$ cat src/rtl/sponge_pkg.sv
// Shared definitions for the sponge absorb/permute/squeeze controller.
package sponge_pkg;

  typedef enum logic [2:0] {
    StIdle      = 3'd0,
    StClear     = 3'd1,
    StAbsorb    = 3'd2,
    StPermStart = 3'd3,
    StPermWait  = 3'd4,
    StSqueeze   = 3'd5
  } state_e;

  localparam int unsigned NumLanes      = 25;
  localparam int unsigned DefRateLanes  = 17;
  localparam int unsigned DefOutLanes   = 4;
  localparam int unsigned DefTimeout    = 255;

endpackage

$ cat src/rtl/lane_counter.sv
// 5-bit lane counter with clear, saturating increment and terminal compare.
module lane_counter (
  input  logic       clk,
  input  logic       rst,
  input  logic       clr,
  input  logic       inc,
  input  logic [4:0] term,
  output logic [4:0] cnt,
  output logic       at_term
);

  logic [4:0] cnt_q;

  always_ff @(posedge clk) begin
    if (rst) begin
      cnt_q <= 5'd0;
    end else if (clr) begin
      cnt_q <= 5'd0;
    end else if (inc && cnt_q != 5'd31) begin
      cnt_q <= cnt_q + 5'd1;
    end
  end

  assign cnt     = cnt_q;
  assign at_term = (cnt_q == term);

endmodule

$ cat src/rtl/sponge_ctrl.sv
// Sponge hash controller: clears state, absorbs rate lanes, runs the round
// engine per block and squeezes the output lanes.
module sponge_ctrl
  import sponge_pkg::*;
#(
  parameter int unsigned RATE_LANES = DefRateLanes,
  parameter int unsigned OUT_LANES  = DefOutLanes,
  parameter int unsigned TIMEOUT    = DefTimeout
) (
  input  logic       clk,
  input  logic       rst,
  input  logic       start,
  input  logic       in_valid,
  input  logic       in_last,
  output logic       in_ready,
  output logic [4:0] st_addr,
  output logic       st_clr_en,
  output logic       st_xor_en,
  output logic       core_start,
  input  logic       core_done,
  output logic       out_valid,
  input  logic       out_ready,
  output logic       out_last,
  output logic       busy,
  output logic       done,
  output logic       err
);

  localparam int unsigned WdW = $clog2(TIMEOUT + 1);

  state_e           state_q;
  logic             last_blk_q;
  logic [WdW-1:0]   wd_q;
  logic             err_q;
  logic             done_q;

  logic             cnt_clr;
  logic             cnt_inc;
  logic [4:0]       cnt_term;
  logic [4:0]       cnt;
  logic             cnt_at_term;

  // One counter serves clear, absorb and squeeze; the phases never overlap.
  lane_counter u_lane_counter (
    .clk     (clk),
    .rst     (rst),
    .clr     (cnt_clr),
    .inc     (cnt_inc),
    .term    (cnt_term),
    .cnt     (cnt),
    .at_term (cnt_at_term)
  );

  always_comb begin
    cnt_clr  = 1'b0;
    cnt_inc  = 1'b0;
    cnt_term = 5'd0;
    unique case (state_q)
      StClear: begin
        cnt_term = 5'(NumLanes - 1);
        cnt_clr  = cnt_at_term;
        cnt_inc  = !cnt_at_term;
      end
      StAbsorb: begin
        cnt_term = 5'(RATE_LANES - 1);
        if (in_valid) begin
          cnt_clr = cnt_at_term || in_last;
          cnt_inc = !(cnt_at_term || in_last);
        end
      end
      StSqueeze: begin
        cnt_term = 5'(OUT_LANES - 1);
        if (out_ready) begin
          cnt_clr = cnt_at_term;
          cnt_inc = !cnt_at_term;
        end
      end
      default: cnt_clr = 1'b1;
    endcase
  end

  always_ff @(posedge clk) begin
    if (rst) begin
      state_q    <= StIdle;
      last_blk_q <= 1'b0;
      wd_q       <= '0;
      err_q      <= 1'b0;
      done_q     <= 1'b0;
    end else begin
      done_q <= 1'b0;
      unique case (state_q)
        StIdle: begin
          if (start) begin
            state_q <= StClear;
            err_q   <= 1'b0;
          end
        end
        StClear: begin
          if (cnt_at_term) state_q <= StAbsorb;
        end
        StAbsorb: begin
          if (in_valid) begin
            if (cnt_at_term) begin
              last_blk_q <= in_last;
              state_q    <= StPermStart;
            end else if (in_last) begin
              // Short final block: the lane is still written, but the hash aborts.
              err_q   <= 1'b1;
              state_q <= StIdle;
            end
          end
        end
        StPermStart: begin
          wd_q    <= '0;
          state_q <= StPermWait;
        end
        StPermWait: begin
          if (core_done) begin
            state_q <= last_blk_q ? StSqueeze : StAbsorb;
          end else begin
            if (wd_q != '1) wd_q <= wd_q + WdW'(1);
            if (wd_q == WdW'(TIMEOUT - 1)) begin
              err_q   <= 1'b1;
              state_q <= StIdle;
            end
          end
        end
        StSqueeze: begin
          if (out_ready && cnt_at_term) begin
            state_q <= StIdle;
            done_q  <= 1'b1;
          end
        end
        default: state_q <= StIdle;
      endcase
    end
  end

  always_comb begin
    busy       = (state_q != StIdle);
    in_ready   = (state_q == StAbsorb);
    st_clr_en  = (state_q == StClear);
    st_xor_en  = (state_q == StAbsorb) && in_valid;
    core_start = (state_q == StPermStart);
    out_valid  = (state_q == StSqueeze);
    out_last   = (state_q == StSqueeze) && cnt_at_term;
    st_addr    = 5'd0;
    if (state_q == StClear || state_q == StAbsorb || state_q == StSqueeze) st_addr = cnt;
    done       = done_q;
    err        = err_q;
  end

endmodule
$ cat config.mk
export PLATFORM = sky130hd
export DESIGN_NAME = sponge_ctrl
export DESIGN_NICKNAME = d
export VERILOG_FILES = /design/src/rtl/sponge_pkg.sv /design/src/rtl/lane_counter.sv /design/src/rtl/sponge_ctrl.sv
export SDC_FILE = /design/constraint.sdc
export NUM_CORES = 1
export LEC_CHECK = 0
export CAP_MARGIN = 20
export CORE_ASPECT_RATIO = 1.1
export CORE_MARGIN = 3
export CORE_UTILIZATION = 54
export DETAILED_ROUTE_END_ITERATION = 8
export DONT_BUFFER_PORTS = 1
export PLACE_DENSITY_LB_ADDON = 0.15
export SKIP_CTS_REPAIR_TIMING = 1
export SYNTH_ARGS = -nofsm -noshare
export SYNTH_HDL_FRONTEND = slang
export SYNTH_SLANG_ARGS = --single-unit
$ cat constraint.sdc
create_clock -name clk -period 3.11 [get_ports clk]
set_input_delay 0.622 -clock clk [delete_from_list [all_inputs] [get_ports clk]]
set_output_delay 0.622 -clock clk [all_outputs]
set_load 0.05 [all_outputs]
## Word level (Yosys, flattened, before mapping)

Index checks and enable logic that the tools add are counted.

- Register bits: 19
- Input bits: 7
- Output and inout bits: 14
- Logic and storage cells: 77

- Bitwise operators: 1
- Eq/ne operators: 20
- Add/subtract/negate cells: 2
- Multiplexer cells: 29
- Reductions and logical operators: 19

Operators with widths:

| kind | count |
|---|---|
| 3-bit two-way mux | 9 |
| 3-bit one-hot mux with 6 select lines | 1 |
| 8-bit two-way mux | 2 |
| 8-bit one-hot mux with 2 select lines | 1 |
| 5-bit one-hot mux with 3 select lines | 1 |
| 2-bit != test (second input constant) | 7 |
| 1-bit two-way mux | 11 |
| 1-bit one-hot mux with 3 select lines | 3 |
| 8-bit by 1-bit adder with 8-bit output (second input constant) | 1 |
| 8-bit == test (second input constant) | 1 |
| 8-bit != test (second input constant) | 1 |
| 7-bit AND reduction | 1 |
| 3-bit by 2-bit == test with 1-bit output (second input constant) | 2 |
| 3-bit == test (second input constant) | 2 |
| 3-bit AND reduction | 2 |
| 6-bit AND reduction | 1 |
| 3-bit nonzero test | 2 |
| 5-bit by 1-bit adder with 5-bit output (second input constant) | 1 |
| 5-bit == test | 1 |
| 5-bit two-way mux | 1 |
| 5-bit != test (second input constant) | 1 |
| 1-bit logical AND | 4 |
| 2-bit by 1-bit != test with 1-bit output (second input constant) | 2 |
| 2-bit OR reduction | 2 |
| other kinds (8) | 11 |

## Logic depth before layout (Yosys ltp)

Gate-level depths: netlist of run 1.

- Word-level depth: 8
- Depth in mapped cells: 9
- Gate-level depth less buffers: 7

## By module

A second synthesis of run 1 with hierarchy kept.

- Cell total of the unflattened synthesis: 157
- Area, all modules: 1272.5 um^2

By module, submodules not included:

| module | cells each | area an instance (um^2) | seq. area each (um^2) | times used |
|---|---|---|---|---|
| sponge_ctrl | 124 | 979.7 | 280.3 | 1 |
| lane_counter | 33 | 292.8 | 100.1 | 1 |

## Least setup slack after synthesis of run 1

No wires, ideal clock.

- Path kind: reg-to-output
- Start: reg state_q[0]
- End: out st_addr[0]
- Data arrival time: 2.117 ns
- Stages on the path, launching flop included: 8
- Setup slack: 0.371 ns
- Path through: dfxtp_1 -> buf_2 -> buf_1 -> nor2_1 -> nand2_1 -> inv_1 -> nor2_1 -> nor2b_1

- Longest elaborated chain between the ends: 4
- Elaborated cells between the ends (all ways): 6
- Those cells by class: eq/ne (3); mux (1); reduce/logical (2)

Ends and longest elaborated chain:

| what | RTL line | RTL |
|---|---|---|
| start, declared | sponge_ctrl.sv:31 | `state_e state_q;` |
| start signal, assigned | sponge_ctrl.sv:84 | `state_q <= StIdle;` |
| start signal, assigned | sponge_ctrl.sv:94 | `state_q <= StClear;` |
| start signal, assigned | sponge_ctrl.sv:99 | `if (cnt_at_term) state_q <= StAbsorb;` |
| 3-bit by 2-bit == test with 1-bit output | -- |  |
| via in_ready | sponge_ctrl.sv:15 | `output logic in_ready,` |
| 1-bit logical OR (2 in series) | sponge_ctrl.sv:148 | `if (state_q == StClear \|\| state_q == StAbsorb \|\| state_q == StSqueeze) st_addr = cnt;` |
| 5-bit two-way mux | sponge_ctrl.sv:148 |  |
| end, declared | sponge_ctrl.sv:16 | `output logic [4:0] st_addr,` |

The timed path passes the listed nets, and every way through them passes these cells.

## Final worst setup path of run 1

- Start: reg state_q[0]
- End: out out_last

- Longest elaborated chain between the ends: 4
- Elaborated cells between the ends (all ways): 6
- Those cells by class: eq/ne (4); mux (1); reduce/logical (1)

Ends and longest elaborated chain:

| what | RTL line | RTL |
|---|---|---|
| 3-bit == test (tied with other cells) | sponge_ctrl.sv:58, sponge_ctrl.sv:146 |  |
| 5-bit one-hot mux with 3 select lines | sponge_ctrl.sv:58 | `unique case (state_q)` |
| 5-bit == test | lane_counter.sv:25 | `assign at_term = (cnt_q == term);` |
| 1-bit logical AND * | sponge_ctrl.sv:146 | `out_last = (state_q == StSqueeze) && cnt_at_term;` |
| end, declared | sponge_ctrl.sv:23 | `output logic out_last,` |

Every way passes the cells marked *; elsewhere a longest branch is shown, timed or not.

==> reports/results.ini, run 1 <==
[placed_design]
hpwl_mm = 2.497
portBuffers = 0
gp_congestion = 0.9269
place_inst = 208

[clock_tree]
clk_latency_ns = 0.31
cts_root_buf = clkbuf_4
cts_tree = built
cts-buffers-inserted = 3
htree_levels = 1
path_clk_slew_ns = 0.11
clockBufferDepth = 2
clock-sinks = 19

[timing]
setup_viol = 0
slew_violations = 0
fin_setup_tns_ns = 0
hold_viol_final = 0
max_freq_ghz = 0.3523
max_slew_margin = 0.6257
worst_slew_pin_slew_ns = 0.5607
period_share = 0.9128
period_needed_ns = 2.839
finClkSkew_ns = 0.009620
rsz0062_at_grt = no

[route]
antenna_left = 0
first_pass_iters = 4
vias = 1327
wl_per_cell_um = 15.52
routed_wl_mm = 3.291
drtIter0Drc = 59
viasPerCell = 6.259
drc_errors = 0

[critical_path]
path_max_fanout = 20
critPathMaxStageDelay_ns = 0.69
path_class = reg -> out
cp.required_ns = 2.49
cp_num_buf_inv = 1
cp_slowest_cell = dfxtp_1
cp-start-kind = flop
critical_path.top_delay_family = compound AO/OA/AOI/OAI gates
worst-r2r-setup-slack_ns = 0.84
arrival_ns = 2.22
end_kind = output port
path_cells = xnor2_1 > o21ai_0 > o211ai_2 > nor2_1 > buf_4

[finish]
fill_cells = 216
area_growth_pct = 5.914
drive_above_1_share = 0.1099
n_antenna_cell = 0
final_cells = 212
nets = 194
postLayoutCoreUtil = 0.6314

[power]
combPwrFrac = 0.472
p_leak_nw = 0.5423
power.share.clock = 0.159
ir_worst_vdd_v = 0.0005018
switching_share = 0.4741
switchingPower_mw = 0.4004
power_density_nw_per_um2 = 571.2
power_mw = 0.8447
p_int_mw = 0.4443
pwr-share-seq = 0.369

[logic_synthesis]
avgSynthCellArea_um2 = 7.845
yosysSeqAreaShare = 0.2724
synthCells = 178
syn_nets = 189
yosys-top-cells-count = 19 x dfxtp_1, 17 x a21oi_1, 13 x nand2_1, 13 x nor2_1, 9 x inv_1
synth.cell_area_um2 = 1396
yosysMostFrequentCell = dfxtp_1
netlist.area_leader.share = 0.2724
synth_warnings = 0
synth-main-ff-cell = dfxtp_1
synth-seq-cells = 19
synth_edf_count = 0
synth_largest_area_cell = dfxtp_1
synthTopCellsByArea = dfxtp_1 27%, a21oi_1 6.1%, ha_1 3.6%, or3_1 3.6%, nand2_1 3.5%
async_reset_ff_frac = 0
synth_cell_types = 51

[global_route]
grt_pass1_wl_mm = 5.409
grt_max_degree = 21
grt_util_all_layers = 0.2202
grt_pass1_vias = 1222
grt_overflow = 0
antenna_found_initial = 0

[die]
core_region_area_um2 = 2342
fp.dieW_um = 54.49
die_area_um2 = 3233
ios = 21
die_h_um = 59.33
rows = 18
start_util = 0.5962

[run]
cap_violations = 0

[run_status]
status = finished, final reports clean

[min_path]
hold_class = in -> reg

## flip-flops by register name, indices dropped and copies added, names as in the netlist
signal / flops
err: 1
state_q: 3
wd_q: 8
done: 1
u_lane_counter.cnt: 5
last_blk_q: 1
## logic make-up (layout without fill, tap and decap cells)
| family | Yosys count | count (layout) | synth area share |
|---|---|---|---|
| flip-flops | 19 | 19 | 0.2724 |
| multiplexers | 2 | 2 | 0.01523 |
| AO/OA/AOI/OAI | 51 | 51 | 0.2626 |
| adder cells (fa/ha/maj) | 4 | 4 | 0.03584 |
| buffers and inverters | 18 | 22 | 0.06182 |
| XOR/XNOR | 6 | 6 | 0.03763 |
| AND/OR/NAND/NOR | 78 | 78 | 0.3145 |
## per-stage QoR
step	setup WS [ns]	cell area [um^2]	hold WS, ns
after floorplan	0.3706	1396	0.4541
after global placement	0.7357	1449	0.4676
after detailed placement	0.6210	1449	0.4778
after CTS	0.2667	1479	0.3594
after global routing	0.03655	1479	0.3420
final	0.2713	1479	0.3698
## power by group through the flow
stage	registers, mW	logic, mW	clock network, mW
floorplan	0.279	0.372	0
finish	0.312	0.399	0.134
global route	0.319	0.438	0.150
global placement	0.315	0.390	0
detailed placement	0.317	0.397	0
CTS	0.311	0.399	0.139
## routing by layer
layer,wire length (um),part of all wire,global-route usage,up-vias
met5,0,0,0,-
met4,42,0.013,0.06762,0
met3,186,0.057,0.04030,5
met2,1565,0.48,0.3590,43
met1,1497,0.45,0.2899,613
li1,-,-,-,666
## layout make-up
cell class | instances | area (um^2) | share of cell area
Multi-Input combinational cell | 141 | 929.6 | 0.6286
Clock inverter | 1 | 7.507 | 0.005076
Clock buffer | 3 | 22.52 | 0.01523
Timing Repair Buffer | 9 | 67.56 | 0.04569
Inverter | 9 | 33.78 | 0.02284
Tap cell | 30 | 37.54 | 0.02538
Sequential cell | 19 | 380.4 | 0.2572
## worst paths after layout
| path | start | endpoint | cells after the start |
|---|---|---|---|
| setup / recovery | state_q[0]$_SDFFE_PP0P_ | out_last | 5 |
| hold / removal | rst | wd_q[1]$_SDFFE_PP0P_ | 1 |
| setup reg to reg | state_q[0]$_SDFFE_PP0P_ | wd_q[5]$_SDFFE_PP0P_ | 5 |
| hold reg to reg | wd_q[1]$_SDFFE_PP0P_ | wd_q[1]$_SDFFE_PP0P_ | 2 |
## placed cells by master (no fill, tap or decap), types with 3 or more instances in the layout
cell,count
nand4_1,3
clkbuf_4,3
o21ai_0,6
buf_4,9
a21oi_1,17
ha_1,4
nor3_1,7
nand3_1,6
inv_1,9
or3_1,8
nand2_1,13
and3_1,4
dfxtp_1,19
a211oi_1,5
nand2b_1,4
nor2b_1,6
nor2_1,13
xnor2_1,5
(Power assumes the default switching activity.)
==> run 2, diff against run 1 <==
--- a/config.mk
+++ b/config.mk
@@ -8,7 +8,7 @@
 export CAP_MARGIN = 20
 export CORE_ASPECT_RATIO = 1.1
 export CORE_MARGIN = 3
-export CORE_UTILIZATION = 54
+export CORE_UTILIZATION = 40
 export DETAILED_ROUTE_END_ITERATION = 8
 export DONT_BUFFER_PORTS = 1
 export PLACE_DENSITY_LB_ADDON = 0.15
==> reports/results.ini, run 2 (synthesis gave the netlist of run 1 again) <==
[run_status]
status = finished, final reports clean

[power]
switchingPower_mw = 0.4129
ir_worst_vdd_v = 0.0002091
combPwrFrac = 0.496
power.share.clock = 0.157
power_density_nw_per_um2 = 572.6
pwr-share-seq = 0.347
p_int_mw = 0.4482
p_leak_nw = 0.5513
switching_share = 0.4795

[timing]
slew_violations = 0
rsz0062_at_grt = no
worst_slew_pin_slew_ns = 0.5321
max_freq_ghz = 0.3515
period_needed_ns = 2.845
fin_setup_tns_ns = 0
hold_viol_final = 0
setup_viol = 0
finClkSkew_ns = 0.01234
period_share = 0.9148
max_slew_margin = 0.6448

[finish]
area_growth_pct = 7.706
n_antenna_cell = 0
largest_register_ffs = 8
regMostFlops = wd_q
seq_area_um2 = 380.4
final_cell_mix = 19 x dfxtp_1, 17 x a21oi_1, 13 x nor2_1, 13 x nand2_1, 10 x buf_4
multi_input_area_um2 = 929.6
nets = 195
final_common_cell = dfxtp_1
final_cells = 229
drive_above_1_share = 0.1148
fill_cells = 312

[clock_tree]
path_clk_slew_ns = 0.13
htree_levels = 1
clock-sinks = 19
cts_tree = built
cts-buffers-inserted = 3
cts_root_buf = clkbuf_4
clockBufferDepth = 2
clk_latency_ns = 0.31

[global_route]
grt_pass1_vias = 1271
grt_pass1_wl_mm = 6.058
grt_util_met1 = 0.2222
antenna_found_initial = 0
use_met3 = 0.03941
grt_util_all_layers = 0.1751
grt.busiest_layer = met2
use_met2 = 0.3038
grt_overflow = 0
grt_max_degree = 19

[route]
viasPerCell = 5.817
vias = 1332
drtIter0Drc = 79
first_pass_iters = 4
routed_wl_mm = 3.516
wl_per_cell_um = 15.35
drc_errors = 0
antenna_left = 0

[placed_design]
gp_congestion = 0.8159
place_inst = 225
hpwl_mm = 2.703
portBuffers = 0

[die]
ios = 21
start_util = 0.4392
fp.dieW_um = 62.34
core_region_area_um2 = 3179
rows = 21
die_area_um2 = 4237
die_h_um = 67.97

[run]
cap_violations = 0

[critical_path]
cp-start-kind = flop
end_kind = output port
cp.required_ns = 2.49
path_class = reg -> out
path_max_fanout = 18
worst-r2r-setup-slack_ns = 0.87
arrival_ns = 2.22

[min_path]
hold_class = in -> reg

==> run 2: routing by layer <==
layer	vias up	share of wire
met5	-	0
met4	0	0.0023
met3	2	0.052
met2	35	0.49
met1	630	0.46
li1	665	-
==> run 2: metrics by stage <==
stage / instance area (um^2) / hold slack [ns] / power (mW) / utilization / setup slack, ns
final: 1504 / 0.3668 / 0.8611 / 0.4730 / 0.2650
after global routing: 1504 / 0.3342 / 0.9246 / 0.4730 / 0.01628
after CTS: 1504 / 0.3544 / 0.8667 / 0.4730 / 0.3023
after detailed placement: 1476 / 0.4780 / 0.7282 / 0.4644 / 0.6659
after global placement: 1476 / 0.4637 / 0.7226 / 0.4644 / 0.7415
after floorplan: 1396 / 0.4541 / 0.6512 / - / 0.3706
==> run 2: final timing paths <==
kind                                   to  depth (start not counted)                    start
hold reg to reg      wd_q[7]$_SDFFE_PP0P_                          2     wd_q[7]$_SDFFE_PP0P_
setup reg to reg     wd_q[7]$_SDFFE_PP0P_                          5  state_q[1]$_SDFFE_PP0P_
hold / removal    last_blk_q$_SDFFE_PP0P_                          1                      rst
setup / recovery                 out_last                          5  state_q[1]$_SDFFE_PP0P_
==> run 2: cell type report <==
type	instances	share of cell area
Multi-Input combinational cell	141	0.6181
Sequential cell	19	0.2529
Timing Repair Buffer	10	0.04992
Tap cell	46	0.03827
Inverter	9	0.02246
Clock buffer	3	0.01498
Clock inverter	1	0.003328
==> run 2: power by group through the flow <==
stage	registers [mW]	clock network (mW)	logic [mW]
2_1_floorplan	0.279	0	0.372
3_3_place_gp	0.303	0	0.419
3_5_place_dp	0.303	0	0.425
4_1_cts	0.298	0.143	0.426
5_1_grt	0.304	0.159	0.462
6_report	0.299	0.136	0.427
==> run 2: worst max-delay path, cell delays in order (launching register included) <==
cell and delay, ns:
dfxtp_1 0.68, xnor2_1 0.18, o21ai_0 0.41, o211ai_2 0.28, nor2_1 0.15, buf_4 0.22
==> run 3, diff against run 2 <==
--- a/config.mk
+++ b/config.mk
@@ -9,9 +9,11 @@
 export CORE_ASPECT_RATIO = 1.1
 export CORE_MARGIN = 3
 export CORE_UTILIZATION = 40
+export CTS_BUF_LIST = sky130_fd_sc_hd__clkbuf_4 sky130_fd_sc_hd__clkbuf_8
 export DETAILED_ROUTE_END_ITERATION = 8
 export DONT_BUFFER_PORTS = 1
 export PLACE_DENSITY_LB_ADDON = 0.15
+export RECOVER_POWER = 100
 export SKIP_CTS_REPAIR_TIMING = 1
 export SYNTH_ARGS = -nofsm -noshare
 export SYNTH_HDL_FRONTEND = slang
==> reports/results.ini, run 3 (synthesis gave the netlist of run 1 again) <==
[die]
die_area_um2 = 4237
rows = 21
core_region_area_um2 = 3179
die_h_um = 67.97
ios = 21
start_util = 0.4392
fp.dieW_um = 62.34

[clock_tree]
clock-sinks = 19
cts-buffers-inserted = 3
path_clk_slew_ns = 0.13
htree_levels = 1
clockBufferDepth = 2
clk_latency_ns = 0.31
cts_tree = built
cts_root_buf = clkbuf_4

[global_route]
use_met3 = 0.03941
grt_pass1_vias = 1271
grt_util_all_layers = 0.1751
grt_util_met1 = 0.2222
use_met2 = 0.3038
grt_max_degree = 19
grt_overflow = 0
grt.busiest_layer = met2
grt_pass1_wl_mm = 6.058
antenna_found_initial = 0

[placed_design]
gp_congestion = 0.8159
portBuffers = 0
hpwl_mm = 2.703
place_inst = 225

[critical_path]
cp.required_ns = 2.49
r2r_start = state_q[2]$_SDFFE_PP0P_
cp-start-kind = flop
startpoint = state_q[1]$_SDFFE_PP0P_
path_cells = xnor2_1 > o21ai_0 > o211ai_2 > nor2_1 > buf_4
end_kind = output port
path_max_fanout = 18
worst-r2r-setup-slack_ns = 0.41
crit_end = out_last
path_class = reg -> out
arrival_ns = 2.23
worstReg2RegEnd = wd_q[5]$_SDFFE_PP0P_
cp_slowest_cell = dfxtp_1
reg2reg_depth = 7
critPathMaxStageDelay_ns = 0.68

[route]
routed_wl_mm = 3.523
viasPerCell = 5.817
drc_errors = 0
vias = 1332
drtIter0Drc = 83
wl_per_cell_um = 15.38
antenna_left = 0
first_pass_iters = 4

[timing]
setup_viol = 0
hold_viol_final = 0
period_needed_ns = 2.855
slew_violations = 0
finClkSkew_ns = 0.01263
max_slew_margin = 0.4864
worst_slew_pin_slew_ns = 0.7704
rsz0062_at_grt = no
fin_setup_tns_ns = 0
max_freq_ghz = 0.3503
period_share = 0.9179

[finish]
multi_input_area_um2 = 917.1
largest_register_ffs = 8
final_cells = 229
final_cell_mix = 19 x dfxtp_1, 17 x a21oi_1, 13 x nor2_1, 13 x nand2_1, 9 x inv_1
fill_cells = 319
final_common_cell = dfxtp_1
seq_area_um2 = 380.4
regMostFlops = wd_q
drive_above_1_share = 0.08197
n_antenna_cell = 0
nets = 195
area_growth_pct = 5.108

[run]
cap_violations = 0

[min_path]
worstHoldStart = rst
hold_class = in -> reg

[power]
ir_worst_vdd_v = 0.0002042
power_density_nw_per_um2 = 576.1
p_leak_nw = 0.5308

[run_status]
status = finished, final reports clean

==> run 3: cell types whose count changed in the layout (fill, tap and decap cells not counted), sizes merged <==
cell | previous run | this run
buf | 10 | 2
clkbuf | 3 | 11
==> run 3: cell type report <==
type,count,share of cell area
multi-input combinational,141,0.6249
sequential,19,0.2592
tap,46,0.03922
timing repair buffer,10,0.03495
inverter,9,0.02302
clock buffer,3,0.01535
clock inverter,1,0.003410
==> run 3: power breakdown <==
group          internal (mW)  switching, mW  leakage (nW)
registers              0.258         0.0405         0.153
logic                  0.129          0.281         0.360
clock network         0.0479         0.0885        0.0177
==> run 3: worst min-delay path by stage <==
stage,end,slack (ns),depth (start not counted)
6_report,last_blk_q$_SDFFE_PP0P_,0.37,1
5_1_grt,wd_q[0]$_SDFFE_PP0P_,0.33,1
2_1_floorplan,wd_q[7]$_SDFFE_PP0P_,0.45,2
4_1_cts,wd_q[1]$_SDFFE_PP0P_,0.35,1
3_3_place_gp,wd_q[1]$_SDFFE_PP0P_,0.46,2
3_5_place_dp,wd_q[7]$_SDFFE_PP0P_,0.48,2
==> run 3: per-stage QoR <==
| stage | utilization | hold WS [ns] | power [mW] | setup WS, ns | instance area [um^2] |
|---|---|---|---|---|---|
| floorplan | - | 0.4541 | 0.6512 | 0.3706 | 1396 |
| global placement | 0.4644 | 0.4637 | 0.7226 | 0.7415 | 1476 |
| detailed placement | 0.4644 | 0.4780 | 0.7282 | 0.6659 | 1476 |
| CTS | 0.4730 | 0.3544 | 0.8667 | 0.3023 | 1504 |
| global route | 0.4616 | 0.3342 | 0.9060 | 0.01628 | 1468 |
| finish | 0.4616 | 0.3655 | 0.8455 | 0.2552 | 1468 |
==> run 3: routing by layer <==
layer  vias to the layer above  wire, um
li1                        664         -
met1                       632      1626
met2                        32      1718
met3                         4       163
met4                         0        15
met5                         -         0
==> run 3: critical path: cells and delay by family (launching register included) <==
kind	cells	cell delay, ns
flip-flops	1	0.68
AND/OR/NAND/NOR	1	0.15
buffers and inverters	1	0.22
XOR/XNOR	1	0.18
AO/OA/AOI/OAI	2	0.70
